### src/rtl/smpc_periph_collect.sv
// SMPC peripheral collector: consumes the pad adapter byte stream during
// INTBACK, parses port status/ID/data records, and writes them into the
// 32-byte OREG file one page at a time. Further pages are produced by
// restarting the stream and skipping the bytes already delivered.
module smpc_periph_collect #(
  parameter int MAX_PORTS  = 2,
  parameter int PAGE_BYTES = 32,
  parameter int TIMEOUT_CE = 64
) (
  input  logic       CLK,
  input  logic       RST_N,
  input  logic       SMPC_CE,
  input  logic       START,
  input  logic       CONTINUE,
  input  logic       BREAK,
  output logic       INPUT_ACT,
  output logic [4:0] INPUT_POS,
  input  logic [7:0] INPUT_DATA,
  input  logic       INPUT_WE,
  output logic [4:0] OREG_WA,
  output logic [7:0] OREG_WD,
  output logic       OREG_WE,
  output logic       PAGE_DONE,
  output logic       MORE,
  output logic       BUSY,
  output logic       TIMEOUT
);

  localparam int TW = $clog2(TIMEOUT_CE + 1);

  localparam logic [2:0] ST_IDLE      = 3'd0;
  localparam logic [2:0] ST_RESTART   = 3'd1;
  localparam logic [2:0] ST_STATUS    = 3'd2;
  localparam logic [2:0] ST_ID        = 3'd3;
  localparam logic [2:0] ST_DATA      = 3'd4;
  localparam logic [2:0] ST_PAGE_WAIT = 3'd5;

  logic [2:0]    state;
  logic [3:0]    page;
  logic [7:0]    g_cnt;      // index of the next stream byte since restart
  logic [3:0]    port_cnt;
  logic [3:0]    rem;        // data bytes still owed by the current port
  logic [TW-1:0] tmo;

  // Byte counter stops at 0xFF rather than wrapping back into page 0.
  function automatic logic [7:0] sat_inc8(input logic [7:0] v);
    return (v == 8'hFF) ? v : v + 8'd1;
  endfunction

  logic [8:0] page_base;
  logic [8:0] page_end;
  logic [8:0] g_ext;
  logic [4:0] page_off;
  logic       page_full;
  logic       in_page;

  assign page_base = 9'(page) * 9'(PAGE_BYTES);
  assign page_end  = page_base + 9'(PAGE_BYTES);
  assign g_ext     = {1'b0, g_cnt};
  assign page_off  = 5'(g_ext - page_base);
  assign page_full = (g_ext == page_end);
  assign in_page   = (g_ext >= page_base) && (g_ext < page_end);

  logic [2:0] parse_next;
  logic [3:0] rem_next;
  logic       port_done;
  logic       last_port;

  // Record parser: decide where the current byte leaves the port record.
  always_comb begin
    parse_next = state;
    rem_next   = rem;
    port_done  = 1'b0;
    case (state)
      ST_STATUS: begin
        if (INPUT_DATA == 8'hF1) parse_next = ST_ID;
        else                     port_done  = 1'b1;
      end
      ST_ID: begin
        rem_next = INPUT_DATA[3:0];
        if (INPUT_DATA[3:0] == 4'd0) port_done  = 1'b1;
        else                         parse_next = ST_DATA;
      end
      ST_DATA: begin
        rem_next = rem - 4'd1;
        if (rem == 4'd1) port_done = 1'b1;
      end
      default: ;
    endcase
    if (port_done) parse_next = ST_STATUS;
    last_port = port_done && ((port_cnt + 4'd1) == 4'(MAX_PORTS));
  end

  assign BUSY = (state != ST_IDLE) && (state != ST_PAGE_WAIT);

  // Main sequencer: stream control, page slicing, OREG writes and pulses.
  always_ff @(posedge CLK or negedge RST_N) begin
    if (!RST_N) begin
      state     <= ST_IDLE;
      page      <= 4'd0;
      g_cnt     <= 8'd0;
      port_cnt  <= 4'd0;
      rem       <= 4'd0;
      tmo       <= '0;
      INPUT_ACT <= 1'b0;
      INPUT_POS <= 5'd0;
      OREG_WA   <= 5'd0;
      OREG_WD   <= 8'd0;
      OREG_WE   <= 1'b0;
      PAGE_DONE <= 1'b0;
      MORE      <= 1'b0;
      TIMEOUT   <= 1'b0;
    end else begin
      OREG_WE <= 1'b0;
      if (SMPC_CE) begin
        PAGE_DONE <= 1'b0;
        MORE      <= 1'b0;
        TIMEOUT   <= 1'b0;
        case (state)
          ST_IDLE: begin
            if (START) begin
              state     <= ST_RESTART;
              page      <= 4'd0;
              INPUT_ACT <= 1'b0;
            end
          end
          ST_RESTART: begin
            g_cnt     <= 8'd0;
            port_cnt  <= 4'd0;
            tmo       <= '0;
            INPUT_ACT <= 1'b1;
            state     <= ST_STATUS;
          end
          ST_STATUS, ST_ID, ST_DATA: begin
            if (INPUT_WE) begin
              g_cnt <= sat_inc8(g_cnt);
              tmo   <= '0;
              rem   <= rem_next;
              if (port_done) port_cnt <= port_cnt + 4'd1;
              if (page_full) begin
                // The byte that would overflow the page is left for the next one.
                INPUT_ACT <= 1'b0;
                PAGE_DONE <= 1'b1;
                MORE      <= 1'b1;
                state     <= ST_PAGE_WAIT;
              end else begin
                if (in_page) begin
                  OREG_WE   <= 1'b1;
                  OREG_WA   <= page_off;
                  INPUT_POS <= page_off;
                  OREG_WD   <= INPUT_DATA;
                end
                if (last_port) begin
                  INPUT_ACT <= 1'b0;
                  PAGE_DONE <= 1'b1;
                  MORE      <= 1'b0;
                  state     <= ST_IDLE;
                end else begin
                  state <= parse_next;
                end
              end
            end else if (tmo == TW'(TIMEOUT_CE - 1)) begin
              INPUT_ACT <= 1'b0;
              TIMEOUT   <= 1'b1;
              PAGE_DONE <= 1'b1;
              MORE      <= 1'b0;
              state     <= ST_IDLE;
            end else begin
              tmo <= tmo + TW'(1);
            end
          end
          ST_PAGE_WAIT: begin
            if (BREAK) begin
              PAGE_DONE <= 1'b1;
              MORE      <= 1'b0;
              state     <= ST_IDLE;
            end else if (START) begin
              page  <= 4'd0;
              state <= ST_RESTART;
            end else if (CONTINUE) begin
              page  <= page + 4'd1;
              state <= ST_RESTART;
            end
          end
          default: begin
            INPUT_ACT <= 1'b0;
            state     <= ST_IDLE;
          end
        endcase
      end
    end
  end

endmodule

### config.mk
export PLATFORM = sky130hd
export DESIGN_NAME = smpc_periph_collect
export DESIGN_NICKNAME = d
export VERILOG_FILES = /design/src/rtl/smpc_periph_collect.sv
export SDC_FILE = /design/constraint.sdc
export NUM_CORES = 1
export LEC_CHECK = 0
export ABC_AREA = 1
export BUFFER_PORTS_ARGS = -buffer_cell sky130_fd_sc_hd__buf_2
export CORE_MARGIN = 2
export CORE_UTILIZATION = 30
export CTS_CLUSTER_DIAMETER = 200
export CTS_CLUSTER_SIZE = 24
export DETAILED_ROUTE_END_ITERATION = 10
export PLACE_DENSITY = 0.48
export SETUP_SLACK_MARGIN = 0.02
export SLEW_MARGIN = 20
export SYNTH_ARGS = -nofsm -noshare
export SYNTH_HDL_FRONTEND = slang
export SYNTH_SLANG_ARGS = --single-unit
### constraint.sdc
create_clock -name CLK -period 4.9 [get_ports CLK]
set_clock_uncertainty 0.1 [all_clocks]
set_input_delay 0.98 -clock CLK [delete_from_list [all_inputs] [get_ports CLK]]
set_output_delay 0.98 -clock CLK [all_outputs]
set_load 0.005 [all_outputs]
==> impl_metrics.csv <==
group,metric,value,unit
clock_network,insertion_delay,300,ps
place,dpl-instance-area,3130,sq um
cells_and_area,synthToLayoutAreaGrowth,13.2,%
setup_path,ff2ff_path_depth,9,
routing,drcViolationCount,0,
synthesis,synth.avg_cell_area,7.62,sq um
synthesis,synth_area,2870,sq um
place,gp_congestion,0.821,
pwr,total_power,1.38,mW
sta,whs,376,ps
clock_network,clk_pin_slew,100,ps
cells_and_area,multi_input_area,1380,sq um
place,hpwl,4890,um
cells_and_area,mostFrequentLayoutCell,"nand2_1",
floorplanning,pin_count,39,
cells_and_area,fill_cells,1006,
global_routing,grt_max_degree,49,
floorplanning,initial_core_util,31.0,%
setup_path,cpMaxStageDelayCell,"o21bai_1",
clock_network,root_buffer,"clkbuf_8",
hold_path,worstHoldStart,"OREG_WD[4]",
pwr,peakVddDrop,0.000140,V
cells_and_area,drive_above_1_share,15.8,%
clock_network,clockBufferDepth,2,
sta,hold_viol_final,0,
routing,routed_wl,6360,um
synthesis,synth.ff_latch_count,48,
synthesis,synth.yosys.seq_area_share,41.9,%
pwr,p_per_area,426,nW/um^2
clock_network,clock-sinks,48,
clock_network,cts_buffers,5,
setup_path,critical_path_depth,9,
routing,vias_per_cell,4.49,
setup_path,critPathCaptureType,"register",
cells_and_area,nets,439,
sta,max_freq,0.363,GHz
clock_network,htree_levels,2,
global_routing,track_usage,13.4,%
cells_and_area,final_area,3250,sq um
floorplanning,die_w,102,um
floorplanning,std_cell_rows,35,
sta,maxSlewViolCount,0,
floorplanning,core-area,9240,sq um
clock_network,cts_tree,"done",
sta,tightest_slew,970,ps
synthesis,syn-num-nets,405,
setup_path,crit_chain,"inv_1, ha_1, or2_0, o21ai_1, a21oi_1, o21bai_1, nand2_2, nand2_1, nand2_1",
routing,ant_nets,0,
sta,fin_tns_setup,0,ps
global_routing,antenna_found_initial,0,
sta,slew_headroom,35.2,%
synthesis,synth_top_area_share,41.9,%
synthesis,yosysWarnings,0,
synthesis,netlist_top_cells_area,"dfrtp_1 42%, nand2_1 13%, inv_1 6.3%",
setup_path,worst-path-buf-inv,1,
setup_path,worst_setup_path_start_kind,"register",
clock_network,ctsHoldBuffers,0,
setup_path,critPathArrivalTime,2860,ps
clock_network,postCtsSetupBuffers,0,
setup_path,required,5000,ps
global_routing,overflow,0,
clock_network,cts_resized,0,
cells_and_area,n_antenna_cell,0,
outcome,status,"finished, final reports clean",
run,drv_cap,0,
sta,setup_viol,0,
setup_path,path_class,"reg2reg",
global_routing,grt_pass1_wl,11000,um
routing,num_vias,2422,
synthesis,synth_edf_count,0,
sta,fin_crit_sh,56.2,%
setup_path,crit_fanout,14,
setup_path,critPathTopFamily,"compound AO/OA/AOI/OAI gates",
sta,fin_crit,2760,ps
hold_path,hold_depth,2,
sta,rsz0062_at_grt,"no",
place,portBuffers,38,
cells_and_area,mostFrequentLayoutCells,"101 x nand2_1, 48 x dfrtp_1, 48 x inv_1",
setup_path,worstReg2RegStart,"page[0]",
floorplanning,die_y,102,um
pwr,leakage,1.70,nW
cells_and_area,seqCellArea,1200,sq um
routing,wl_per_cell,11.8,um
global_routing,grt_pass1_vias,2325,
synthesis,netlist-cell-type-count,34,
synthesis,synth_flop_cell,"dfrtp_1",
synthesis,ys_async_sr_fraction,100,%
setup_path,slowest_delay,750,ps
setup_path,startpoint,"page[0]",
routing,drtPass1Iterations,4,
synthesis,synthCells,376,
floorplanning,die_area,10400,sq um
synthesis,yosysTopAreaCell,"dfrtp_1",
hold_path,hold_class,"reg2reg",
routing,drt_iter0_drc,101,
setup_path,crit_top_cell,"nand2_1",
## cells by family after synthesis
family,after synthesis,synth area share [%]
buffers and inverters,63,10.0
and+or+nand+nor,196,30.6
AOI/OAI and AO/OA,47,8.95
xor gates and xnor gates,8,2.44
DFF,48,41.9
adders and majority gates,14,6.11
## final cells by class
class | count | share of cell area, %
multi-input cells | 265 | 42.5
flip-flops and latches | 48 | 37.0
repair buffers | 39 | 6.09
inverters | 51 | 5.90
well taps | 129 | 4.97
clock buffers | 5 | 2.12
clock inverters | 3 | 1.43
## stage by stage
step	util, %	setup WS [ps]	cells
2_1_floorplan	-	2780	376
3_3_place_gp	33.9	2220	532
3_5_place_dp	33.9	2110	532
4_1_cts	35.1	2100	540
5_1_grt	35.1	1870	540
6_report	35.1	2140	540
## worst min-delay path: stages, from the launching register on
cell and delay (ps):
dfrtp_1 360, nand2_1 50, nand2_1 40
## final timing paths
path	endpoint	slack, ps
setup / recovery	OREG_WA[3]	2140
hold reg to reg	OREG_WD[4]	380
hold / removal	OREG_WD[4]	380
max in group asynchronous	g_cnt[7]	3610
setup reg to reg	OREG_WA[3]	2140
min in group asynchronous	g_cnt[6]	670
## layer usage
layer / vias up / wire (um) / GRT usage [%] / part of all wire [%]
met2: 43 / 2770 / 21.4 / 43
met4: 0 / 72 / 3.43 / 1.1
li1: 1274 / - / - / -
met3: 6 / 242 / 2.62 / 3.8
met5: - / 0 / 0 / 0
met1: 1099 / 3280 / 18.6 / 52
## flip-flops by register name, summed over array words and instances (netlist names), 3 cells and up
| register | count |
|---|---|
| state | 3 |
| page | 4 |
| port_cnt | 4 |
| OREG_WA | 5 |
| OREG_WD | 8 |
| rem | 4 |
| g_cnt | 8 |
| tmo | 7 |
## Yosys cell counts, types with 4 or more instances
library cell	count
nand2_1	101
dfrtp_1	48
inv_1	48
nand3_1	34
nor2_1	31
o21ai_0	24
ha_1	14
a21oi_1	11
nand4_1	9
buf_4	7
xor2_1	6
nand2_2	5
nor3_1	4
o22ai_1	4
## power by group
| group | internal [mW] | switching [mW] | leakage (nW) |
|---|---|---|---|
| registers | 0.500 | 0.0880 | 0.630 |
| logic | 0.184 | 0.309 | 1.01 |
| clock network | 0.154 | 0.148 | 0.0548 |
No activity file was read; power rests on OpenSTA's default activity.
